==> config.mk <==
export PLATFORM = sky130hd
export DESIGN_NAME = de_scoreboard_stage
export DESIGN_NICKNAME = d
export VERILOG_FILES = /design/src/rtl/lc3b_pipe_pkg.sv /design/src/rtl/sb_counter.sv /design/src/rtl/de_scoreboard_stage.sv
export SDC_FILE = /design/constraint.sdc
export NUM_CORES = 1
export LEC_CHECK = 0
export ABC_AREA = 0
export CORE_MARGIN = 2
export CORE_UTILIZATION = 50
export CTS_BUF_LIST = sky130_fd_sc_hd__clkbuf_4 sky130_fd_sc_hd__clkbuf_8 sky130_fd_sc_hd__clkbuf_16
export CTS_CLUSTER_DIAMETER = 30
export CTS_CLUSTER_SIZE = 28
export DETAILED_ROUTE_END_ITERATION = 16
export GPL_ROUTABILITY_DRIVEN = 0
export GPL_TIMING_DRIVEN = 0
export PLACE_DENSITY = 0.71
export SYNTH_ARGS = -nofsm -noshare
export SYNTH_HDL_FRONTEND = slang
export SYNTH_SLANG_ARGS = --single-unit
export TNS_END_PERCENT = 30
==> constraint.sdc <==
create_clock -name clk -period 8.52 [get_ports clk]
set_input_delay 0.852 -clock clk [delete_from_list [all_inputs] [get_ports clk]]
set_output_delay 0.852 -clock clk [all_outputs]
set_load 0.01 [all_outputs]
==> src/rtl/lc3b_pipe_pkg.sv <==
// Shared LC-3b pipeline definitions: control-store bit positions, widths and
// the decode helper that pulls register IDs and hazard controls out of a
// DE instruction / control-store pair.
package lc3b_pipe_pkg;

  localparam int unsigned IR_W      = 16;
  localparam int unsigned CS_W      = 23;
  localparam int unsigned AGEX_CS_W = 20;
  localparam int unsigned RID_W     = 3;
  localparam int unsigned NUM_REGS  = 8;

  localparam int unsigned CS_SR1_NEEDED = 22;
  localparam int unsigned CS_SR2_NEEDED = 21;
  localparam int unsigned CS_DR_MUX     = 20;
  localparam int unsigned CS_BR_OP      = 10;
  localparam int unsigned CS_BR_STALL   = 7;
  localparam int unsigned CS_LD_REG     = 4;
  localparam int unsigned CS_LD_CC      = 3;

  typedef logic [RID_W-1:0] rid_t;

  // Decoded view of the DE latch used by the scoreboard.
  typedef struct packed {
    rid_t sr1;
    rid_t sr2;
    rid_t dr;
    logic sr1_needed;
    logic sr2_needed;
    logic br_op;
    logic br_stall;
    logic ld_reg;
    logic ld_cc;
  } de_fields_t;

  // SR2 comes from ir[11:9] for store-class opcodes (ir[13] set); DR_MUX forces R7.
  function automatic de_fields_t decode_fields(input logic [IR_W-1:0] ir,
                                               input logic [CS_W-1:0] cs);
    de_fields_t f;
    f.sr1        = ir[8:6];
    f.sr2        = ir[13] ? ir[11:9] : ir[2:0];
    f.dr         = cs[CS_DR_MUX] ? rid_t'(7) : ir[11:9];
    f.sr1_needed = cs[CS_SR1_NEEDED];
    f.sr2_needed = cs[CS_SR2_NEEDED];
    f.br_op      = cs[CS_BR_OP];
    f.br_stall   = cs[CS_BR_STALL];
    f.ld_reg     = cs[CS_LD_REG];
    f.ld_cc      = cs[CS_LD_CC];
    return f;
  endfunction

endpackage

==> src/rtl/sb_counter.sv <==
// In-flight writer counter for one register (or the CC): one increment and
// two independent decrements per cycle, net-applied, clamped to
// [0, MAX_INFLIGHT]. Going below zero means a writeback/squash was reported
// for an instruction that was never counted.
module sb_counter #(
  parameter int unsigned MAX_INFLIGHT = 3,
  parameter int unsigned CNT_W        = $clog2(MAX_INFLIGHT + 1)
) (
  input  logic             clk,
  input  logic             reset,
  input  logic             inc_i,
  input  logic             dec_a_i,
  input  logic             dec_b_i,
  output logic [CNT_W-1:0] cnt_o
);

  localparam int unsigned SUM_W = CNT_W + 2;

  logic [CNT_W-1:0] cnt_q;
  logic [CNT_W-1:0] cnt_d;
  logic [SUM_W-1:0] up_c;
  logic [SUM_W-1:0] down_c;
  logic [SUM_W-1:0] net_c;
  logic             underflow_c;

  assign up_c   = SUM_W'(cnt_q) + SUM_W'(inc_i);
  assign down_c = SUM_W'(dec_a_i) + SUM_W'(dec_b_i);
  assign net_c  = up_c - down_c;

  // Net update with clamping at both ends.
  always_comb begin
    cnt_d       = cnt_q;
    underflow_c = 1'b0;
    if (down_c > up_c) begin
      cnt_d       = '0;
      underflow_c = 1'b1;
    end else if (net_c > SUM_W'(MAX_INFLIGHT)) begin
      cnt_d = CNT_W'(MAX_INFLIGHT);
    end else begin
      cnt_d = CNT_W'(net_c);
    end
  end

  // Counter state register.
  always_ff @(posedge clk or posedge reset) begin
    if (reset) begin
      cnt_q <= '0;
    end else begin
      cnt_q <= cnt_d;
    end
  end

  assign cnt_o = cnt_q;

  // More retirements than issued writers is an upstream bookkeeping bug.
  a_no_underflow : assert property (@(posedge clk) disable iff (reset) !underflow_c);

endmodule

==> src/rtl/de_scoreboard_stage.sv <==
// LC-3b decode stage with counter-based scoreboard.
// Holds the architectural register file, one in-flight-writer counter per
// register plus one for the CC, and the DE->AGEX pipeline latch.
// Optional feature macro: DE_WB_FORWARD_EN -- bypasses writeback data into
// the DE read path so a dependent instruction issues in the writeback cycle.
module de_scoreboard_stage
  import lc3b_pipe_pkg::*;
#(
  parameter int unsigned DATA_W       = 16,
  parameter int unsigned MAX_INFLIGHT = 3
) (
  input  logic                 clk,
  input  logic                 reset,
  input  logic                 de_v,
  input  logic [IR_W-1:0]      de_ir,
  input  logic [DATA_W-1:0]    de_npc,
  input  logic [CS_W-1:0]      de_cs,
  input  logic                 mem_stall,
  input  logic                 wb_v,
  input  logic                 wb_ld_reg,
  input  logic                 wb_ld_cc,
  input  logic [RID_W-1:0]     wb_drid,
  input  logic [DATA_W-1:0]    wb_data,
  input  logic                 sq_v,
  input  logic                 sq_ld_reg,
  input  logic                 sq_ld_cc,
  input  logic [RID_W-1:0]     sq_drid,
  output logic                 dep_stall,
  output logic                 v_de_br_stall,
  output logic                 de_issue,
  output logic                 agex_v,
  output logic [DATA_W-1:0]    agex_npc,
  output logic [DATA_W-1:0]    agex_sr1,
  output logic [DATA_W-1:0]    agex_sr2,
  output logic [RID_W-1:0]     agex_drid,
  output logic [AGEX_CS_W-1:0] agex_cs,
  output logic                 sb_busy
);

  localparam int unsigned CNT_W = $clog2(MAX_INFLIGHT + 1);

  de_fields_t          de_f_c;
  logic [CNT_W-1:0]    reg_cnt [NUM_REGS];
  logic [CNT_W-1:0]    cc_cnt;
  logic [DATA_W-1:0]   rf_q    [NUM_REGS];

  logic [NUM_REGS-1:0] reg_inc_c;
  logic [NUM_REGS-1:0] wb_dec_c;
  logic [NUM_REGS-1:0] sq_dec_c;
  logic [NUM_REGS-1:0] reg_nz_c;
  logic                cc_inc_c;
  logic                cc_wb_dec_c;
  logic                cc_sq_dec_c;

  logic                fwd_sr1_c;
  logic                fwd_sr2_c;
  logic                fwd_cc_c;
  logic                sr1_haz_c;
  logic                sr2_haz_c;
  logic                br_haz_c;
  logic                sat_haz_c;
  logic                dep_stall_c;
  logic                de_issue_c;
  logic [DATA_W-1:0]   sr1_data_c;
  logic [DATA_W-1:0]   sr2_data_c;

  logic                agex_v_q,    agex_v_d;
  logic [DATA_W-1:0]   agex_npc_q,  agex_npc_d;
  logic [DATA_W-1:0]   agex_sr1_q,  agex_sr1_d;
  logic [DATA_W-1:0]   agex_sr2_q,  agex_sr2_d;
  logic [RID_W-1:0]    agex_drid_q, agex_drid_d;
  logic [AGEX_CS_W-1:0] agex_cs_q,  agex_cs_d;

  assign de_f_c = decode_fields(de_ir, de_cs);

`ifdef DE_WB_FORWARD_EN
  // A sole in-flight writer retiring this cycle (and not being squashed) can be bypassed.
  function automatic logic reg_fwd_ok(input rid_t r);
    return wb_v & wb_ld_reg & (wb_drid == r) & (reg_cnt[r] == CNT_W'(1)) &
           ~(sq_v & sq_ld_reg & (sq_drid == r));
  endfunction
`endif

  // Bypass qualification for SR1, SR2 and the CC.
  always_comb begin
    fwd_sr1_c = 1'b0;
    fwd_sr2_c = 1'b0;
    fwd_cc_c  = 1'b0;
`ifdef DE_WB_FORWARD_EN
    fwd_sr1_c = reg_fwd_ok(de_f_c.sr1);
    fwd_sr2_c = reg_fwd_ok(de_f_c.sr2);
    fwd_cc_c  = wb_v & wb_ld_cc & (cc_cnt == CNT_W'(1)) & ~(sq_v & sq_ld_cc);
`endif
  end

  // Hazard detection and issue decision.
  always_comb begin
    sr1_haz_c   = de_f_c.sr1_needed & (reg_cnt[de_f_c.sr1] != '0) & ~fwd_sr1_c;
    sr2_haz_c   = de_f_c.sr2_needed & (reg_cnt[de_f_c.sr2] != '0) & ~fwd_sr2_c;
    br_haz_c    = de_f_c.br_op & (cc_cnt != '0) & ~fwd_cc_c;
    sat_haz_c   = (de_f_c.ld_reg & (reg_cnt[de_f_c.dr] == CNT_W'(MAX_INFLIGHT))) |
                  (de_f_c.ld_cc  & (cc_cnt == CNT_W'(MAX_INFLIGHT)));
    dep_stall_c = de_v & (sr1_haz_c | sr2_haz_c | br_haz_c | sat_haz_c);
    de_issue_c  = de_v & ~dep_stall_c & ~mem_stall;
  end

  // Source operand read with optional writeback bypass.
  always_comb begin
    sr1_data_c = fwd_sr1_c ? wb_data : rf_q[de_f_c.sr1];
    sr2_data_c = fwd_sr2_c ? wb_data : rf_q[de_f_c.sr2];
  end

  // One-hot increment/decrement strobes for the counter bank.
  always_comb begin
    reg_inc_c               = '0;
    wb_dec_c                = '0;
    sq_dec_c                = '0;
    reg_inc_c[de_f_c.dr]    = de_issue_c & de_f_c.ld_reg;
    wb_dec_c[wb_drid]       = wb_v & wb_ld_reg;
    sq_dec_c[sq_drid]       = sq_v & sq_ld_reg;
    cc_inc_c                = de_issue_c & de_f_c.ld_cc;
    cc_wb_dec_c             = wb_v & wb_ld_cc;
    cc_sq_dec_c             = sq_v & sq_ld_cc;
  end

  for (genvar i = 0; i < NUM_REGS; i++) begin : g_reg
    sb_counter #(
      .MAX_INFLIGHT (MAX_INFLIGHT),
      .CNT_W        (CNT_W)
    ) u_reg_cnt (
      .clk     (clk),
      .reset   (reset),
      .inc_i   (reg_inc_c[i]),
      .dec_a_i (wb_dec_c[i]),
      .dec_b_i (sq_dec_c[i]),
      .cnt_o   (reg_cnt[i])
    );

    assign reg_nz_c[i] = (reg_cnt[i] != '0);

    // Architectural register entry, written at writeback.
    always_ff @(posedge clk or posedge reset) begin
      if (reset) begin
        rf_q[i] <= '0;
      end else if (wb_dec_c[i]) begin
        rf_q[i] <= wb_data;
      end
    end
  end

  sb_counter #(
    .MAX_INFLIGHT (MAX_INFLIGHT),
    .CNT_W        (CNT_W)
  ) u_cc_cnt (
    .clk     (clk),
    .reset   (reset),
    .inc_i   (cc_inc_c),
    .dec_a_i (cc_wb_dec_c),
    .dec_b_i (cc_sq_dec_c),
    .cnt_o   (cc_cnt)
  );

  // AGEX latch next state: loads on every non-stalled cycle, holds under mem_stall.
  always_comb begin
    agex_v_d    = agex_v_q;
    agex_npc_d  = agex_npc_q;
    agex_sr1_d  = agex_sr1_q;
    agex_sr2_d  = agex_sr2_q;
    agex_drid_d = agex_drid_q;
    agex_cs_d   = agex_cs_q;
    if (!mem_stall) begin
      agex_v_d    = de_v & ~dep_stall_c;
      agex_npc_d  = de_npc;
      agex_sr1_d  = sr1_data_c;
      agex_sr2_d  = sr2_data_c;
      agex_drid_d = de_f_c.dr;
      agex_cs_d   = de_cs[AGEX_CS_W-1:0];
    end
  end

  // AGEX latch registers.
  always_ff @(posedge clk or posedge reset) begin
    if (reset) begin
      agex_v_q    <= 1'b0;
      agex_npc_q  <= '0;
      agex_sr1_q  <= '0;
      agex_sr2_q  <= '0;
      agex_drid_q <= '0;
      agex_cs_q   <= '0;
    end else begin
      agex_v_q    <= agex_v_d;
      agex_npc_q  <= agex_npc_d;
      agex_sr1_q  <= agex_sr1_d;
      agex_sr2_q  <= agex_sr2_d;
      agex_drid_q <= agex_drid_d;
      agex_cs_q   <= agex_cs_d;
    end
  end

  assign dep_stall     = dep_stall_c;
  assign de_issue      = de_issue_c;
  assign v_de_br_stall = de_v & de_f_c.br_stall;
  assign sb_busy       = (|reg_nz_c) | (cc_cnt != '0);
  assign agex_v        = agex_v_q;
  assign agex_npc      = agex_npc_q;
  assign agex_sr1      = agex_sr1_q;
  assign agex_sr2      = agex_sr2_q;
  assign agex_drid     = agex_drid_q;
  assign agex_cs       = agex_cs_q;

endmodule

== Yosys cells after proc, flatten, opt, wreduce, memory -nomap -nowiden ==
Cells that the tools add are included.

* Register bits: 218
* Input port bits: 87
* Output and inout bits: 76
* Word-level logic and storage cells: 163

* $add $sub $neg: 27
* Magnitude comparators: 27
* Equality and inequality tests: 2
* Mux-type cells: 41
* Bitwise gates (word level): 28
* Reduce and logical (&&, ||, !) cells: 15

{| class="wikitable"
|+ Operators with widths
! kind !! number
|-
| binary-select mux 16 bit (select 3 bit) || 2
|-
| 2-to-1 mux 16 bit || 4
|-
| 2-to-1 mux 2 bit || 24
|-
| > comparator 4 x 2 -> 1 bit, second input constant || 9
|-
| > comparator 4 bit || 9
|-
| subtractor 4 bit || 9
|-
| adder 2 x 1 -> 3 bit || 9
|-
| bitwise AND 8 bit || 3
|-
| nonzero test 2 bit || 11
|-
| adder 1 x 1 -> 2 bit || 9
|-
| binary-select mux 2 bit (select 3 bit) || 3
|-
| bitwise AND 1 bit || 15
|-
| greater-or-equal comparator 4 bit, second input constant || 3
|-
| < comparator 3 x 4 -> 1 bit, second input constant || 3
|-
| NOT 3 -> 4 bit || 3
|-
| demux 1 bit (select 3 bit) || 3
|-
| greater-or-equal comparator 3 x 1 -> 1 bit, second input constant || 3
|-
| OR reduction 8 bit || 1
|-
| 2-to-1 mux 3 bit || 2
|-
| OR 1 bit || 5
|-
| == test 2 bit, second input constant || 2
|-
| logical AND 1 bit || 3
|-
| 2-to-1 mux 1 bit || 3
|-
| NOT 1 bit || 2
|}

== Longest topological paths before layout ==
Gate-level depths: netlist of run 1.

* Depth after elaboration: 21
* Mapped depth: 16
* Depth with buffers taken out: 14

== Hierarchy ==
Synthesis of run 1 repeated with hierarchy kept, for this count alone.

* Cells, all modules: 916
* Area, all modules: 11693.7 um^2

{| class="wikitable"
|+ Modules (own cells, without submodules)
! module !! times used !! cells each !! area an instance (um^2) !! sequential area each (um^2)
|-
| de_scoreboard_stage || 1 || 745 || 9798.1 || 5004.8
|-
| sb_counter (g_reg[3].u_reg_cnt ...) || 6 || 19 || 209.0 || 50.0
|-
| sb_counter (g_reg[0].u_reg_cnt ...) || 3 || 19 || 214.0 || 50.0
|}

== Least setup slack after synthesis of run 1 ==
No wires, ideal clock.

* Path kind: input to register
* Start: input port de_ir[7]
* End: register g_reg[7].u_reg_cnt.cnt_q[0]
* Library setup time: 0.123 ns
* Arrival: 3.570 ns
* Data required time: 8.397 ns
* Path slack: 4.827 ns
* Stages: 13
* Buffers on the path: 2
* Path through: buf_6 -> mux4_2 -> or3b_1 -> o211ai_2 -> buf_4 -> nor4_1 -> ha_1 -> ha_1 -> inv_1 -> fa_1 -> ha_1 -> nor2b_1 -> a21oi_1

* Cells in the longest elaborated chain, start to end: 20
* Elaborated cells on any way between the ends: 21
* Classes of those cells: add/sub: 2; order compare: 2; mux: 5; bitwise: 11; reduce/logical: 1

{| class="wikitable"
|+ RTL lines
! item !! line !! RTL
|-
| start: declaration || de_scoreboard_stage.sv:15 || <nowiki>input logic [IR_W-1:0] de_ir,</nowiki>
|-
| NOT 3 -> 4 bit (implied by the code) (*) || de_scoreboard_stage.sv:98 || <nowiki>sr1_haz_c = de_f_c.sr1_needed & (reg_cnt[de_f_c.sr1] != '0) & ~fwd_sr1_c;</nowiki>
|-
| binary-select mux 2 bit (select 3 bit) (*) || de_scoreboard_stage.sv:98 ||
|-
| 2-to-1 mux 2 bit (implied by the code) (*) (2 in a row) || de_scoreboard_stage.sv:98 ||
|-
| nonzero test 2 bit (*) || de_scoreboard_stage.sv:98 ||
|-
| bitwise AND 1 bit (*) || de_scoreboard_stage.sv:98 ||
|-
| OR 1 bit (*) (3 in a row) || de_scoreboard_stage.sv:103 || <nowiki>dep_stall_c = de_v & (sr1_haz_c | sr2_haz_c | br_haz_c | sat_haz_c);</nowiki>
|-
| bitwise AND 1 bit (*) || de_scoreboard_stage.sv:103 ||
|-
| NOT 1 bit (*) || de_scoreboard_stage.sv:104 || <nowiki>de_issue_c = de_v & ~dep_stall_c & ~mem_stall;</nowiki>
|-
| bitwise AND 1 bit (*) (2 in a row) || de_scoreboard_stage.sv:104 ||
|-
| bitwise AND 1 bit (*) || de_scoreboard_stage.sv:118 || <nowiki>reg_inc_c[de_f_c.dr] = de_issue_c & de_f_c.ld_reg;</nowiki>
|-
| bitwise AND 8 bit (no line) (*) || - ||
|-
| adder 2 x 1 -> 3 bit (*) || sb_counter.sv:26 || <nowiki>assign up_c = SUM_W'(cnt_q) + SUM_W'(inc_i);</nowiki>
|-
| subtractor 4 bit || sb_counter.sv:28 || <nowiki>assign net_c = up_c - down_c;</nowiki>
|-
| > comparator 4 x 2 -> 1 bit || sb_counter.sv:37 || <nowiki>end else if (net_c > SUM_W'(MAX_INFLIGHT)) begin</nowiki>
|-
| 2-to-1 mux 2 bit || sb_counter.sv:37 ||
|-
| 2-to-1 mux 2 bit (*) || sb_counter.sv:34 || <nowiki>if (down_c > up_c) begin</nowiki>
|-
| named net g_reg[7].u_reg_cnt.cnt_d[0] || sb_counter.sv:20 || <nowiki>logic [CNT_W-1:0] cnt_d;</nowiki>
|-
| end signal: assignment || sb_counter.sv:49 || <nowiki>cnt_q <= cnt_d;</nowiki>
|-
| end: declaration || sb_counter.sv:19 || <nowiki>logic [CNT_W-1:0] cnt_q;</nowiki>
|}

The timed path passes the listed nets; every way through them passes the cells marked *. The select of a mux whose other input is x is not followed.
A chain may end at the register's enable or synchronous reset.

== Worst setup path after layout of run 1 ==
* Start: input port de_ir[11]
* End: output port de_issue

* Cells in the longest elaborated chain, start to end: 14
* Elaborated cells on any way between the ends: 22
* Classes of those cells: eq/ne: 1; mux: 8; bitwise: 12; reduce/logical: 1

{| class="wikitable"
|+ RTL lines
! item !! line !! RTL
|-
| 2-to-1 mux 3 bit || lc3b_pipe_pkg.sv:40 || <nowiki>f.sr2 = ir[13] ? ir[11:9] : ir[2:0];</nowiki>
|-
| NOT 3 -> 4 bit (implied by the code) || de_scoreboard_stage.sv:99 || <nowiki>sr2_haz_c = de_f_c.sr2_needed & (reg_cnt[de_f_c.sr2] != '0) & ~fwd_sr2_c;</nowiki>
|-
| binary-select mux 2 bit (select 3 bit) || de_scoreboard_stage.sv:99 ||
|-
| 2-to-1 mux 2 bit (implied by the code) (2 in a row) || de_scoreboard_stage.sv:99 ||
|-
| nonzero test 2 bit || de_scoreboard_stage.sv:99 ||
|-
| bitwise AND 1 bit || de_scoreboard_stage.sv:99 ||
|-
| OR 1 bit (2 in a row) || de_scoreboard_stage.sv:103 ||
|-
| OR 1 bit (*) || de_scoreboard_stage.sv:103 ||
|-
| bitwise AND 1 bit (*) || de_scoreboard_stage.sv:103 ||
|-
| NOT 1 bit (*) || de_scoreboard_stage.sv:104 ||
|-
| bitwise AND 1 bit (*) (2 in a row) || de_scoreboard_stage.sv:104 ||
|-
| end: declaration || de_scoreboard_stage.sv:30 || <nowiki>output logic de_issue,</nowiki>
|}

Every way passes the cells marked *; elsewhere a longest branch is shown, timed or not. The select of a mux whose other input is x is not followed.

==> results of run 1 <==
[metal layers]
metal	part of all wire (%)	vias up
met2	48	336
met1	42	4151
met4	2.9	0
li1	-	3693
met5	0	-
met3	7.2	66
[layout make-up]
class / instances / area [um2]
buffer: 46 / 239
clock buffer: 64 / 1390
clock inverter: 23 / 225
fill: 1662 / 7560
inverter: 43 / 169
multi-input combinational: 602 / 5780
sequential: 218 / 5460
tap: 285 / 357
timing repair buffer: 152 / 1540
[critical path: cells and delay by family]
family                 cells  cell delay, ps
AO/OA/AOI/OAI              1             120
buffers and inverters      3            1240
multiplexers               1             940
AND/OR/NAND/NOR            2             430
[through the flow]
| stage | TNS (ps) | power [mW] | std cells | cell area [um2] |
|---|---|---|---|---|
| after floorplan | 0 | 1.96 | 909 | 11600 |
| after global placement | -282100 | 2.27 | 1345 | 13500 |
| after detailed placement | 0 | 2.31 | 1346 | 13500 |
| after CTS | 0 | 4.14 | 1433 | 15200 |
| after global routing | 0 | 4.30 | 1433 | 15200 |
| final | 0 | 4.10 | 1433 | 15200 |
[cell usage in the layout, fill, tap and decap left out, drive strengths merged, types with 5 or more instances in the layout]
cell type / Yosys / routed
mux2: 132 / 132
clkdlybuf4s50: 0 / 151
nor3b: 5 / 5
nor3: 11 / 11
dfrtp: 218 / 218
nor2b: 10 / 10
clkbuf: 12 / 76
inv: 41 / 46
clkinv: 2 / 15
nor2: 27 / 27
nand2: 142 / 142
buf: 34 / 35
a21oi: 27 / 27
mux4: 66 / 66
ha: 45 / 45
fa: 18 / 18
o21ai: 35 / 35
mux2i: 41 / 41
[final timing paths]
path                                                    endpoint  slack [ps]
hold / removal                           agex_sr2[6]$_DFFE_PP0N_         480
hold reg to reg                          agex_sr2[6]$_DFFE_PP0N_         480
min in group asynchronous                 agex_cs[0]$_DFFE_PP0N_         840
setup reg to reg           g_reg[7].u_reg_cnt.cnt_o[1]$_DFF_PP0_        5060
max in group asynchronous                   rf_q[89]$_DFFE_PP0P_        6660
setup / recovery                                        de_issue        4060
[report_power, final]
part	switching (mW)	internal (mW)	total, mW
Sequential	0.183	1.27	1.45
Clock	0.576	1.23	1.81
Combinational	0.354	0.492	0.846
Total	1.11	2.99	4.10
[Yosys cell counts (7+ instances only)]
library cell	n	area, um2
nor2_1	27	101
a21oi_1	27	135
buf_2	20	100
mux4_2	64	1440
fa_1	18	360
buf_1	7	26.3
dfrtp_1	218	5460
mux2i_1	38	380
mux2_2	132	1490
nor3_1	11	55.1
o21ai_0	35	175
inv_1	41	154
nor2b_1	10	62.6
ha_1	45	563
nand2_1	142	533
clkbuf_1	12	45.0
[cells by family (layout without fill, tap and decap cells)]
| kind of cell | after synthesis | count (layout) | synth area share, % |
|---|---|---|---|
| flip-flops | 218 | 218 | 46.9 |
| multiplexers | 239 | 239 | 29.4 |
| buffers and inverters | 89 | 328 | 3.44 |
| adder cells (fa/ha/maj) | 63 | 63 | 7.94 |
| AO/OA/AOI/OAI | 76 | 76 | 3.67 |
| AND/OR/NAND/NOR | 224 | 224 | 8.67 |
[state kept, by name, summed over array words and instances, names as in the netlist]
signal / cells
g.u_reg_cnt.cnt_o: 16
agex_sr1: 16
u_cc_cnt.cnt_o: 2
rf_q: 128
agex_npc: 16
agex_cs: 20
agex_sr2: 16
agex_v: 1
agex_drid: 3
==> results.sh, run 1 <==
export IMPL_outcome="finished, final reports clean"
export IMPL_cts_root_buf="clkbuf_16"
export IMPL_dieArea_um2=24500
export IMPL_clock_sinks=218
export IMPL_synth_nets=1059
export IMPL_leakage_nw=6.71
export IMPL_required_ps=7670
export IMPL_worstSetupEndpointType="output pin"
export IMPL_hold_class="flip-flop to flip-flop"
export IMPL_diodes=0
export IMPL_htreeDepth=2
export IMPL_grt_overflow=0
export IMPL_use_met1_pct=34.7
export IMPL_num_io_pins=163
export IMPL_reg2reg_depth=13
export IMPL_met2_usage_pct=42.1
export IMPL_rows=55
export IMPL_synth_ff_type="dfrtp_1"
export IMPL_avgRoutedWirePerCell_um=21.3
export IMPL_powerDensity_nw_per_um2=271
export IMPL_yosysSeqAreaShare_pct=46.9
export IMPL_synth_cell_types=48
export IMPL_worstPathMaxFanout=10
export IMPL_cp_slowest_cell="mux2i_2"
export IMPL_cts_buffers=49
export IMPL_grt_max_degree=114
export IMPL_finalHoldViolCount=0
export IMPL_timing_final_crit_share_pct=52.4
export IMPL_synth_area_um2=11600
export IMPL_die_w_um=157
export IMPL_cts_tree="built"
export IMPL_min_delay_path_depth=2
export IMPL_rr_startpoint="g_reg[3].u_reg_cnt.cnt_o[1]$_DFF_PP0_"
export IMPL_final_nets=1262
export IMPL_top_usage_layer="met2"
export IMPL_vdd_drop_max_mv=0.157
export IMPL_first_global_vias=8833
export IMPL_coreArea_um2=22700
export IMPL_drtPass1Iterations=6
export IMPL_antenna_found_initial=0
export IMPL_rsz0062_at_grt="false"
export IMPL_drv_slew=0
export IMPL_cts_hold_buffers=0
export IMPL_max_freq_mhz=224
export IMPL_first_iter_violations=586
export IMPL_synth_seq_cells=218
export IMPL_worst_slew_pin_slew_ps=1160
export IMPL_grt_pass1_wl_mm=48.7
export IMPL_finalWirelength_mm=30.6
export IMPL_min_period_ps=4460
export IMPL_clk_latency_ps=530
export IMPL_cts_repair_resized=0
export IMPL_clockBufferDepth=3
export IMPL_cts_setup_buffers=0
export IMPL_ant_nets=0
export IMPL_worstPathCellList="clkdlybuf4s50_1 -> mux2i_2 -> nand2b_1 -> o22ai_1 -> buf_6 -> nor3_1 -> clkdlybuf4s50_1"
export IMPL_dp_hpwl_mm=20.3
export IMPL_die_height_um=157
export IMPL_syn_inst=909
export IMPL_final_util_pct=66.7
export IMPL_crit_type="input port to output pin"
export IMPL_grt_usage_pct=26.1
export IMPL_drc_errors=0
export IMPL_slew_headroom_pct=21.3
export IMPL_max_stage_delay_ps=940
export IMPL_via_count=8246
export IMPL_post_place_ws_ps=3990
export IMPL_cp_arrival_ps=3610
export IMPL_start_util_pct=51.2
export IMPL_finalSetupViolations=0
export IMPL_clk_pin_slew_ps=50
export IMPL_synth_area_per_cell_um2=12.8
export IMPL_start_kind="input port"
export IMPL_synth_enable_flop_cells=0
export IMPL_fin_ws_ps=4060
export IMPL_crit_start="de_ir[11]"
export IMPL_async_reset_ff_share_pct=100
export IMPL_final_layout_size_suffix_gt1_share_pct=28.0
export IMPL_critPathMostFrequentCell="clkdlybuf4s50_1"
export IMPL_areaGrowthSynthToFinish_pct=30.2
export IMPL_synth_warnings=0
export IMPL_drv_cap=0
export IMPL_whs_ps=482
export IMPL_via_per_inst=5.75
export IMPL_met3_usage_pct=6.06
export IMPL_io_buffer_count=151
export IMPL_hold_start="agex_sr2[6]$_DFFE_PP0N_"
export IMPL_fin_skew_ps=18.0
(Power assumes the default switching activity.)
==> run 2: changes to the inputs <==
--- a/config.mk
+++ b/config.mk
@@ -14,7 +14,7 @@
 export DETAILED_ROUTE_END_ITERATION = 16
 export GPL_ROUTABILITY_DRIVEN = 0
 export GPL_TIMING_DRIVEN = 0
-export PLACE_DENSITY = 0.71
+export PLACE_DENSITY = 0.74
 export SYNTH_ARGS = -nofsm -noshare
 export SYNTH_HDL_FRONTEND = slang
 export SYNTH_SLANG_ARGS = --single-unit
==> constraint.sdc (replaced) <==
create_clock -name clk -period 3.9 [get_ports clk]
set_input_delay 0.39 -clock clk [delete_from_list [all_inputs] [get_ports clk]]
set_output_delay 0.39 -clock clk [all_outputs]
set_load 0.01 [all_outputs]
==> run 2 against run 1 <==
Net effect: via count grew 1.7%; global-route usage grew 0.23 points; wire length up 2.0%; cell count decreased by 0.14%; critical path depth rose by 6; sequential cell count unchanged; sequential share of layout area hardly changed; first-iteration DRC count rose by 6.5%; clock power rose by 110%; critical endpoint is now g_reg[4].u_reg_cnt.cnt_o[0]$_DFF_PP0_.
==> results.sh, run 2 (synthesized netlist as in run 1, its figures left out) <==
export IMPL_outcome="finished, final reports clean"
export IMPL_hold_class="input port to async pin"
export IMPL_worstPathMaxFanout=10
export IMPL_dieArea_um2=24500
export IMPL_die_height_um=157
export IMPL_cp_arrival_ps=4050
export IMPL_clock_sinks=218
export IMPL_first_iter_violations=624
export IMPL_cts_root_buf="clkbuf_16"
export IMPL_areaGrowthSynthToFinish_pct=30.4
export IMPL_final_layout_size_suffix_gt1_share_pct=27.9
export IMPL_antenna_found_initial=1
export IMPL_cp_slowest_cell="mux2i_2"
export IMPL_min_period_ps=3630
export IMPL_avgRoutedWirePerCell_um=21.8
export IMPL_start_util_pct=51.2
export IMPL_final_cell_mix="dfrtp_1 (218), clkdlybuf4s50_1 (151), nand2_1 (142), mux2_2 (132), mux4_2 (64)"
export IMPL_crit_buf_inv=3
export IMPL_p_total_mw=8.90
export IMPL_finalHoldViolCount=0
export IMPL_worst_slew_pin_slew_ps=1080
export IMPL_rows=55
export IMPL_htreeDepth=2
export IMPL_grt_pass1_wl_mm=49.1
export IMPL_layout_cells_most_common="dfrtp_1"
export IMPL_crit_type="input port to flip-flop"
export IMPL_cts_repair_resized=0
export IMPL_grt_usage_pct=26.3
export IMPL_powerDensity_nw_per_um2=586
export IMPL_via_count=8390
export IMPL_coreArea_um2=22700
export IMPL_cts_tree="built"
export IMPL_drc_errors=0
export IMPL_first_global_vias=9005
export IMPL_worstSetupEndpointType="flip-flop"
export IMPL_finalSetupViolations=0
export IMPL_finalWirelength_mm=31.2
export IMPL_placed_cells=1351
export IMPL_required_ps=4310
export IMPL_grt_max_degree=42
export IMPL_final_util_pct=66.8
export IMPL_via_per_inst=5.86
export IMPL_fin_skew_ps=23.3
export IMPL_io_buffer_count=151
export IMPL_drv_cap=0
export IMPL_cts_hold_buffers=0
export IMPL_cts_setup_buffers=0
export IMPL_vdd_drop_max_mv=0.329
export IMPL_die_w_um=157
export IMPL_rsz0062_at_grt="false"
export IMPL_leakage_nw=6.70
export IMPL_final_nets=1262
export IMPL_grt_overflow=0
export IMPL_timing_final_crit_share_pct=93.2
export IMPL_max_stage_delay_ps=870
export IMPL_layoutNonFillerInstCount=1431
export IMPL_drv_slew=0
export IMPL_top_register="rf_q"
export IMPL_num_io_pins=163
export IMPL_ant_nets=0
export IMPL_slew_headroom_pct=28.0
export IMPL_max_freq_mhz=275
export IMPL_clk_latency_ps=540
export IMPL_clockBufferDepth=3
export IMPL_dp_hpwl_mm=21.1
export IMPL_largest_reg_flops=128
export IMPL_worstPathCellList="clkdlybuf4s50_1 -> mux2i_2 -> nand2_1 -> o22ai_1 -> buf_6 -> nor3_1 -> ha_1 -> ha_1 -> inv_1 -> fa_1 -> ha_1 -> nor2b_1 -> a21oi_1"
export IMPL_drtPass1Iterations=5
export IMPL_clk_pin_slew_ps=50
export IMPL_cp_top_family="adder cells"
export IMPL_critPathMostFrequentCell="ha_1"
export IMPL_start_kind="input port"
export IMPL_cts_buffers=44
-- run 2: cell types whose count changed in the layout (fill, tap and decap cells not counted) --
| cell | delta |
|---|---|
| clkinvlp_4 | +3 |
| clkbuf_8 | +1 |
| clkbuf_16 | -5 |
| diode_2 | +1 |
| clkinv_16 | +1 |
| clkinv_4 | -3 |
| clkinv_2 | -2 |
| buf_12 | +6 |
| buf_16 | -1 |
| bufinv_16 | +2 |
| clkbuf_4 | -3 |
| inv_6 | -2 |
-- run 2: report_power, final --
part           switching (mW)  total, mW  internal [mW]
registers               0.408       3.18           2.77
logic                   0.789       1.87           1.08
clock network            1.25       3.84           2.60
total                    2.44       8.90           6.45
-- run 2: area by class of cell --
type / instances / area (um2)
clock inverter: 22 / 288
timing repair buffer: 157 / 1630
tap: 285 / 357
sequential: 218 / 5460
buffer: 46 / 239
inverter: 43 / 165
fill: 1675 / 7540
clock buffer: 57 / 1250
antenna: 1 / 2.50
multi-input combinational: 602 / 5780
-- run 2: worst paths after layout --
| kind | from | end | slack [ps] | cells after the start |
|---|---|---|---|---|
| min | reset | agex_cs[0]$_DFFE_PP0N_ | 140 | 2 |
| max | de_ir[11] | g_reg[4].u_reg_cnt.cnt_o[0]$_DFF_PP0_ | 270 | 13 |
| min in group clk | de_cs[16] | agex_cs[16]$_DFFE_PP0N_ | 470 | 2 |
| max in group asynchronous | reset | rf_q[120]$_DFFE_PP0P_ | 2710 | 5 |
| max reg2reg | g_reg[1].u_reg_cnt.cnt_o[1]$_DFF_PP0_ | g_reg[4].u_reg_cnt.cnt_o[0]$_DFF_PP0_ | 470 | 13 |
| min reg2reg | agex_sr2[5]$_DFFE_PP0N_ | agex_sr2[5]$_DFFE_PP0N_ | 480 | 2 |
-- run 2: metrics by stage --
| stage | cell area (um2) | hold slack (ps) | worst slack (ps) | setup TNS (ps) |
|---|---|---|---|---|
| 6_report | 15200 | 139 | 267 | 0 |
| 5_1_grt | 15200 | 158 | 27.9 | 0 |
| 4_1_cts | 15200 | 138 | 330 | 0 |
| 3_5_place_dp | 13600 | 475 | -197 | -2740 |
| 3_3_place_gp | 13500 | 465 | -1070 | -231260 |
| 2_1_floorplan | 11600 | 455 | 669 | 0 |
-- run 2: worst reg2reg max path, stage by stage, from the launching register on --
cell      delay [ps]
dfrtp_1          420
nor2_1           110
mux4_2           450
or3b_1           370
o211ai_2         120
buf_4            220
nor3_1            90
ha_1             220
ha_1             280
inv_1             50
fa_1             420
ha_1             280
nor2b_1          180
a21oi_1          100
-- run 2: metal layers --
metal | up-vias | global-route usage (%) | part of all wire (%)
met4 | 0 | 10.0 | 2.7
li1 | 3681 | - | -
met3 | 69 | 6.09 | 7.5
met2 | 371 | 43.9 | 48
met1 | 4269 | 33.6 | 41
met5 | - | 0 | 0
